$ cat src/rtl/bcd_rate_counter.sv
// bcd_rate_counter: multi-digit BCD up/down counter stepping at one of four
// divided rates of CLOCK_50, with pause, synchronous clear, saturating
// parallel load, rollover pulse and per-digit active-low 7-segment decode.
//
// Ports:
//   CLOCK_50   in   system clock, rising edge
//   resetn     in   asynchronous active-low reset
//   speed_sel  in   [1:0] selects terminal count DIV0..DIV3
//   run        in   1 = divider and counter advance, 0 = hold
//   up         in   1 = count up, 0 = count down (sampled on step edges)
//   clear      in   synchronous clear of divider and digits (highest priority)
//   load       in   synchronous parallel load of load_val (digits >9 load as 9)
//   load_val   in   [4*DIGITS-1:0] BCD load value, digit 0 in [3:0]
//   digits_o   out  [4*DIGITS-1:0] current BCD value, registered
//   hex_o      out  [7*DIGITS-1:0] active-low {g,f,e,d,c,b,a}, digit 0 in [6:0]
//   tick_o     out  one-cycle pulse on each step edge, registered
//   wrap_o     out  one-cycle pulse on rollover, registered
module bcd_rate_counter #(
   parameter int DIGITS = 2,
   parameter int DIV_W  = 28,
   parameter int DIV0   = 0,
   parameter int DIV1   = 24999999,
   parameter int DIV2   = 49999999,
   parameter int DIV3   = 99999999
) (
   input  logic                  CLOCK_50,
   input  logic                  resetn,
   input  logic [1:0]            speed_sel,
   input  logic                  run,
   input  logic                  up,
   input  logic                  clear,
   input  logic                  load,
   input  logic [4*DIGITS-1:0]   load_val,
   output logic [4*DIGITS-1:0]   digits_o,
   output logic [7*DIGITS-1:0]   hex_o,
   output logic                  tick_o,
   output logic                  wrap_o
);

   localparam int BW = 4 * DIGITS;

   logic [DIV_W-1:0] r_cnt;
   logic [BW-1:0]    r_digits;
   logic             r_tick;
   logic             r_wrap;

   logic [DIV_W-1:0] w_div_sel;
   logic [BW-1:0]    w_inc;
   logic [BW-1:0]    w_dec;
   logic [BW-1:0]    w_sat;
   logic             w_all9;
   logic             w_all0;

   // Terminal count follows speed_sel combinationally; a lowered rate is
   // caught by the cnt > div_sel branch below.
   always_comb begin
      w_div_sel = DIV_W'(DIV0);
      case (speed_sel)
         2'd0: w_div_sel = DIV_W'(DIV0);
         2'd1: w_div_sel = DIV_W'(DIV1);
         2'd2: w_div_sel = DIV_W'(DIV2);
         2'd3: w_div_sel = DIV_W'(DIV3);
         default: w_div_sel = DIV_W'(DIV0);
      endcase
   end

   // Ripple-carry increment / ripple-borrow decrement across the BCD digits.
   // When every digit carries (all 9) or borrows (all 0) the result wraps.
   always_comb begin
      logic carry;
      logic borrow;
      w_inc  = r_digits;
      w_dec  = r_digits;
      w_all9 = 1'b1;
      w_all0 = 1'b1;
      carry  = 1'b1;
      borrow = 1'b1;
      for (int i = 0; i < DIGITS; i++) begin
         if (r_digits[4*i +: 4] != 4'd9) w_all9 = 1'b0;
         if (r_digits[4*i +: 4] != 4'd0) w_all0 = 1'b0;
         if (carry) begin
            if (r_digits[4*i +: 4] == 4'd9) begin
               w_inc[4*i +: 4] = 4'd0;
            end else begin
               w_inc[4*i +: 4] = r_digits[4*i +: 4] + 4'd1;
               carry = 1'b0;
            end
         end
         if (borrow) begin
            if (r_digits[4*i +: 4] == 4'd0) begin
               w_dec[4*i +: 4] = 4'd9;
            end else begin
               w_dec[4*i +: 4] = r_digits[4*i +: 4] - 4'd1;
               borrow = 1'b0;
            end
         end
      end
   end

   // Load value with each non-BCD nibble clamped to 9.
   always_comb begin
      w_sat = load_val;
      for (int i = 0; i < DIGITS; i++) begin
         if (load_val[4*i +: 4] > 4'd9) w_sat[4*i +: 4] = 4'd9;
      end
   end

   always_ff @(posedge CLOCK_50 or negedge resetn) begin
      if (!resetn) begin
         r_cnt    <= '0;
         r_digits <= '0;
         r_tick   <= 1'b0;
         r_wrap   <= 1'b0;
      end else if (clear) begin
         r_cnt    <= '0;
         r_digits <= '0;
         r_tick   <= 1'b0;
         r_wrap   <= 1'b0;
      end else if (load) begin
         r_cnt    <= '0;
         r_digits <= w_sat;
         r_tick   <= 1'b0;
         r_wrap   <= 1'b0;
      end else if (!run) begin
         r_tick   <= 1'b0;
         r_wrap   <= 1'b0;
      end else if (r_cnt > w_div_sel) begin
         r_cnt    <= '0;
         r_tick   <= 1'b0;
         r_wrap   <= 1'b0;
      end else if (r_cnt == w_div_sel) begin
         r_cnt    <= '0;
         r_tick   <= 1'b1;
         if (up) begin
            r_digits <= w_inc;
            r_wrap   <= w_all9;
         end else begin
            r_digits <= w_dec;
            r_wrap   <= w_all0;
         end
      end else begin
         r_cnt    <= r_cnt + 1'b1;
         r_tick   <= 1'b0;
         r_wrap   <= 1'b0;
      end
   end

   function automatic logic [6:0] f_seg(input logic [3:0] d);
      case (d)
         4'd0:    f_seg = 7'b1000000;
         4'd1:    f_seg = 7'b1111001;
         4'd2:    f_seg = 7'b0100100;
         4'd3:    f_seg = 7'b0110000;
         4'd4:    f_seg = 7'b0011001;
         4'd5:    f_seg = 7'b0010010;
         4'd6:    f_seg = 7'b0000010;
         4'd7:    f_seg = 7'b1111000;
         4'd8:    f_seg = 7'b0000000;
         4'd9:    f_seg = 7'b0010000;
         default: f_seg = 7'b1111111;
      endcase
   endfunction

   always_comb begin
      hex_o = '1;
      for (int i = 0; i < DIGITS; i++) begin
         hex_o[7*i +: 7] = f_seg(r_digits[4*i +: 4]);
      end
   end

   assign digits_o = r_digits;
   assign tick_o   = r_tick;
   assign wrap_o   = r_wrap;

endmodule

$ cat config.mk
export PLATFORM = sky130hd
export DESIGN_NAME = bcd_rate_counter
export DESIGN_NICKNAME = d
export VERILOG_FILES = /design/src/rtl/bcd_rate_counter.sv
export SDC_FILE = /design/constraint.sdc
export NUM_CORES = 1
export LEC_CHECK = 0
export CAP_MARGIN = 20
export CORE_MARGIN = 2
export CORE_UTILIZATION = 49
export DETAILED_ROUTE_END_ITERATION = 6
export HOLD_SLACK_MARGIN = 0.12
export PLACE_DENSITY = 0.71
export SLEW_MARGIN = 20
export SYNTH_ARGS = -nofsm -noshare
export SYNTH_HDL_FRONTEND = slang
export SYNTH_SLANG_ARGS = --single-unit
$ cat constraint.sdc
create_clock -name CLOCK_50 -period 6.7 [get_ports CLOCK_50]
set_input_delay 1.34 -clock CLOCK_50 [delete_from_list [all_inputs] [get_ports CLOCK_50]]
set_output_delay 1.34 -clock CLOCK_50 [all_outputs]
set_load 0.02 [all_outputs]
# Word level (Yosys, flattened, before mapping)
# Memory sizes are Yosys's and may differ from the RTL's.
# Cells that the tools add are included.
totals:
  mem_bits_ro: 224
  output_inout_bits: 24
  wordCells: 72
  n_memories: 2
  ff_bits: 38
op_classes:
  mux: 37
  add_sub_neg: 5
  eq_ne: 10
  n_reduce_logical: 10
  order_cmp: 3
mem_list:
  columns: ["memory", "depth", "word_bits", "read_ports", "rd_clocked_by_memory_dff", "write_ports", "line", "text"]
  rows:
  - ["(name not given)", 16, 7, 1, 0, 0, "149", "case (d)"]
  - ["(name not given)", 16, 7, 1, 0, 0, "149", null]
ops:
  columns: ["operator", "n"]
  rows:
  - ["2-to-1 mux 28 bit", 5]
  - ["one-hot mux 28 bit (4 select lines)", 1]
  - ["2-to-1 mux 8 bit", 6]
  - ["2-to-1 mux 4 bit", 8]
  - ["adder 28 x 1 -> 28 bit, second input constant", 1]
  - ["== test 28 bit", 1]
  - ["> comparator 28 bit", 1]
  - ["2-to-1 mux 1 bit", 17]
  - ["nonzero test 4 bit", 3]
  - ["adder 4 x 1 -> 4 bit, second input constant", 2]
  - ["== test 4 bit, second input constant", 2]
  - ["> comparator 4 bit, second input constant", 2]
  - ["zero test 4 bit", 2]
  - ["!= test 4 bit, second input constant", 2]
  - ["subtractor 4 x 1 -> 4 bit, second input constant", 2]
  - ["nonzero test 3 bit", 2]
  - ["AND reduction 5 bit", 1]
  - ["== test 2 bit, second input constant", 2]
  - ["!= test 4 x 1 -> 1 bit, second input constant", 1]
  - ["!= test 3 bit, second input constant", 1]
  - ["AND reduction 3 bit", 1]
  - ["== test 2 x 1 -> 1 bit, second input constant", 1]
  - ["zero test 2 bit", 1]

# Longest topological paths before layout
depth:
  depth_word: 9
  ltp_mapped: 14
  depth_no_buf: 11

# Least setup slack after synthesis
# No wires, ideal clock.
synth_path:
  path_type: "input-to-reg"
  start: "in speed_sel[0]"
  end: "reg r_cnt[24]"
  slack_ns: 2.875
  n_path_buf: 1
  setup_time_ns: 0.069
  cell_stages: 12
  arrival_time_ns: 3.756
  t_required_ns: 6.631
  cell_sequence: "inv_1 -> ha_1 -> buf_4 -> inv_1 -> ha_1 -> nand2b_1 -> a221oi_1 -> o221ai_1 -> a211oi_1 -> o211ai_2 -> or3_2 -> nand3_1"
synth_between:
  elab_chain_cells: 8
synth_rtl:
  columns: ["element", "line", "text"]
  rows:
  - ["start, declared", "28", "input logic [1:0] speed_sel,"]
  - ["== test 2 bit, or another cell as far along", "58", "case (speed_sel)"]
  - ["one-hot mux 28 bit (4 select lines) *", "58", null]
  - ["branches (longest 2 deep; another with > comparator 28 bit)", null, null]
  - ["2-to-1 mux 28 bit *", "127", "end else if (r_cnt > w_div_sel) begin"]
  - ["2-to-1 mux 28 bit *", "124", "end else if (!run) begin"]
  - ["2-to-1 mux 28 bit *", "119", "end else if (load) begin"]
  - ["2-to-1 mux 28 bit *", "114", "end else if (clear) begin"]
  - ["end signal, assigned", "142", "r_cnt <= r_cnt + 1'b1;"]
  - ["end, declared", "42", "logic [DIV_W-1:0] r_cnt;"]
# Every way passes the cells marked *. The select of a mux whose other input is x is not followed.
# A chain may end at the register's enable or synchronous reset.

# Final worst setup path
layout_path:
  start: "in speed_sel[0]"
  end: "reg r_cnt[4]"
# The elaborated chain is that of the path after synthesis.

==> impl_metrics.csv <==
group,metric,value,unit
yosys,synth_edf_count,0,
worst_setup_path,slowest_stage,"or3_2",
drt,drtPass1Iterations,4,
placement,place_congestion,0.872,
final_layout,final_common_cell,"nand2_1",
yosys,synth_top_family_by_area,"simple AND/OR/NAND/NOR gates",
sta,setup_tns,0,ns
final_layout,area_delta_synth_final,12.5,%
sta,finalHoldViolations,0,
sta,holdWs,0.517,ns
final_layout,diodes,0,
worst_hold_path,min_path_type,"flip-flop to flip-flop",
yosys,synthAdderAreaFrac,11.4,%
worst_setup_path,r2r.worst_path.cells,7,
worst_setup_path,timing.rr.start,"r_cnt[20]",
final_layout,finalInstanceArea,3830,µm²
clock_tree,path_clk_slew,0.08,ns
clock_tree,cts_resized,0,
worst_setup_path,cp_max_fo,27,
worst_setup_path,crit_type,"input port to flip-flop",
grt,grt_overflow_total,0,
yosys,synthSimpleGateAreaFrac,27.4,%
floorplan,die_w,87.3,µm
yosys,synth_xor_area_share,1.03,%
yosys,ys_types,60,
final_layout,final_core_util,56.7,%
drt,via_count,3195,
yosys,yosysTopAreaCell,"dfrtp_1",
job,cap_violations,0,
grt,antenna_found_initial,0,
grt,grt_first_pass_wirelength,13500,µm
clock_tree,cts_num_sinks,38,
yosys,synth_area_leaders,"dfrtp_1 (28%), ha_1 (11%), nand3_1 (5.7%), a21oi_1 (5.3%), nand2_1 (5.2%)",
worst_hold_path,worstHoldPathCells,1,
clock_tree,post_cts_buffers,0,
worst_setup_path,r2r_slack,3.56,ns
pwr,ir_drop,92.9,µV
final_layout,drive_gt1_share,6.21,%
placement,placed_area,3740,µm²
worst_setup_path,worst-path-buf-inv,3,
worst_setup_path,required,6.92,ns
floorplan,core,6760,µm²
yosys,syn_inst,427,
worst_setup_path,crit_arrival,5.02,ns
sta,fin_crit_sh,71.7,%
sta,fmax,0.208,GHz
floorplan,fp.dieH,87.3,µm
yosys,synthFlopType,"dfrtp_1",
clock_tree,cts_hold_buf,0,
clock_tree,clk_latency,0.29,ns
clock_tree,clockBufferDepth,2,
worst_setup_path,worst_path_largest_cell_delay,0.63,ns
worst_hold_path,hold_end,"r_cnt[26]",
placement,io_buffers,39,
sta,worstMarginPinSlew,1.10,ns
drt,drc,0,
sta,clock_skew,0.00621,ns
final_layout,most-common-layout-cells,"nand2_1 (47), nor2_1 (41), nand3_1 (39)",
sta,setup_slack,1.90,ns
placement,pre_cts_slack,1.61,ns
yosys,synth_mux_area_share,4.38,%
grt,use_met2,36.4,%
drt,drtAntennaViolNets,0,
grt,use_met3,3.13,%
sta,final.min_clock_period,4.80,ns
sta,setup_viol,0,
yosys,yosysWarnings,0,
final_layout,final_nets,497,
pwr,power.density,159,nW/µm²
clock_tree,cts.htree.levels,2,
clock_tree,cts_buffers,5,
worst_setup_path,r2r_end,"r_cnt[20]",
yosys,avgSynthCellArea,7.97,µm²
pwr,power_leakage,0.00168,µW
placement,dp_hpwl,5960,µm
sta,rsz0062_at_grt,"no",
yosys,ys_seq_area_share,27.9,%
grt,grt_pass1_vias,2821,
sta,drv_slew,0,
yosys,synth_compound_area_share,21.1,%
yosys,synth_top_area_share,27.9,%
grt,use_met1,30.2,%
yosys,synth_seq_cells,38,
floorplan,die_area,7630,µm²
clock_tree,cts-root-buf,"clkbuf_8",
yosys,async_reset_ff_share,100,%
drt,avgRoutedWirePerCell,15.3,µm
outcome,status,"complete, no violations",
yosys,syn_area,3400,µm²
clock_tree,cts_tree,"yes",
floorplan,initial_core_util,50.4,%
floorplan,row_count,30,
worst_setup_path,critPathLaunchType,"input port",
drt,drt-total-wl,8140,µm
sta,slew_headroom,26.7,%
worst_hold_path,hp-start,"r_cnt[26]",
drt,avgViaCountPerCell,6.02,
floorplan,ios,40,
yosys,synth_nets,474,
worst_setup_path,critPathTopFamily,"compound AO/OA/AOI/OAI gates",
grt,grt.busiest_layer,"met2",
worst_setup_path,path_cells,"clkdlybuf4s50_1 > inv_1 > ha_1 > inv_1 > ha_1 > nand2b_1 > a221oi_1 > o221ai_1 > a211oi_1 > o211ai_2 > or3_2 > nand3_1",
drt,first_iter_violations,136,
grt,track_usage,22.0,%
worst_setup_path,critPathCaptureType,"flip-flop",
grt,grt_max_degree,39,
through the flow:
stage	std cells	total power, µW
CTS	531	612
finish	531	608
global route	531	645
global placement	523	445
detailed placement	523	448
floorplan	427	380
sequential cells by signal, summed over array words and instances (netlist names):
name,cells
wrap_o,1
r_cnt,28
digits_o,8
tick_o,1
worst max-delay path by stage:
stage                      start        end  slack [ns]  cells past startpoint
floorplan           speed_sel[0]  r_cnt[24]        2.88                     12
global placement    speed_sel[0]  r_cnt[24]        1.75                     12
detailed placement  speed_sel[0]   r_cnt[4]        1.61                     12
CTS                 speed_sel[0]   r_cnt[4]        1.93                     12
global route        speed_sel[0]   r_cnt[4]        1.54                     12
finish              speed_sel[0]   r_cnt[4]        1.90                     12
logic make-up after synthesis:
group                    after synthesis
adder cells (fa/ha/maj)               31
multiplexers                          13
AND/OR/NAND/NOR                      187
XOR/XNOR                               4
AO/OA/AOI/OAI                        110
buffers and inverters                 44
flip-flops                            38
worst reg2reg max path, delay by kind of cell, from the launching register on:
family	cells	cell delay, ns
compound gates	4	1.62
flops	1	0.47
simple gates	3	0.94
synthesized netlist by cell type (all sizes together), types with 2 or more instances:
cell type,count
or2,4
and2,3
dfrtp,38
nor3b,2
a22oi,2
o211ai,2
nand3,39
clkbuf,9
a21o,7
inv,20
nor4,6
mux2,6
o21ai,25
nand4,4
a21oi,36
nand2b,9
buf,14
ha,31
a221oi,2
and3,5
o311ai,8
xor2,4
nor3,8
nand2,47
a31oi,4
nand4b,2
a22o,2
or3,10
and4,2
a221o,2
a211oi,6
mux2i,7
o31ai,4
nor2,42
nand3b,2
a32oi,2
power by group:
part | total, µW | internal (µW) | switching (µW) | leakage (µW)
registers | 250 | 234 | 16.3 | 0.000524
clock network | 163 | 83.1 | 80.1 | 0.0000482
logic | 195 | 87.9 | 107 | 0.00111
total | 608 | 405 | 203 | 0.00168
layer usage:
metal / share of wire [%] / wire, µm / up-vias
met4: 1.4 / 110 / 0
met3: 4.6 / 375 / 10
met2: 50 / 4090 / 85
met5: 0 / 0 / -
met1: 44 / 3560 / 1498
li1: - / - / 1602
area by class of cell:
type | count | area, µm²
clock buffers | 7 | 86.3
well taps | 80 | 100
inverters | 21 | 78.8
clock inverters | 1 | 5.00
flip-flops and latches | 38 | 951
multi-input cells | 345 | 2220
repair buffers | 39 | 385
fillers | 612 | 2930
(Power assumes the default switching activity.)
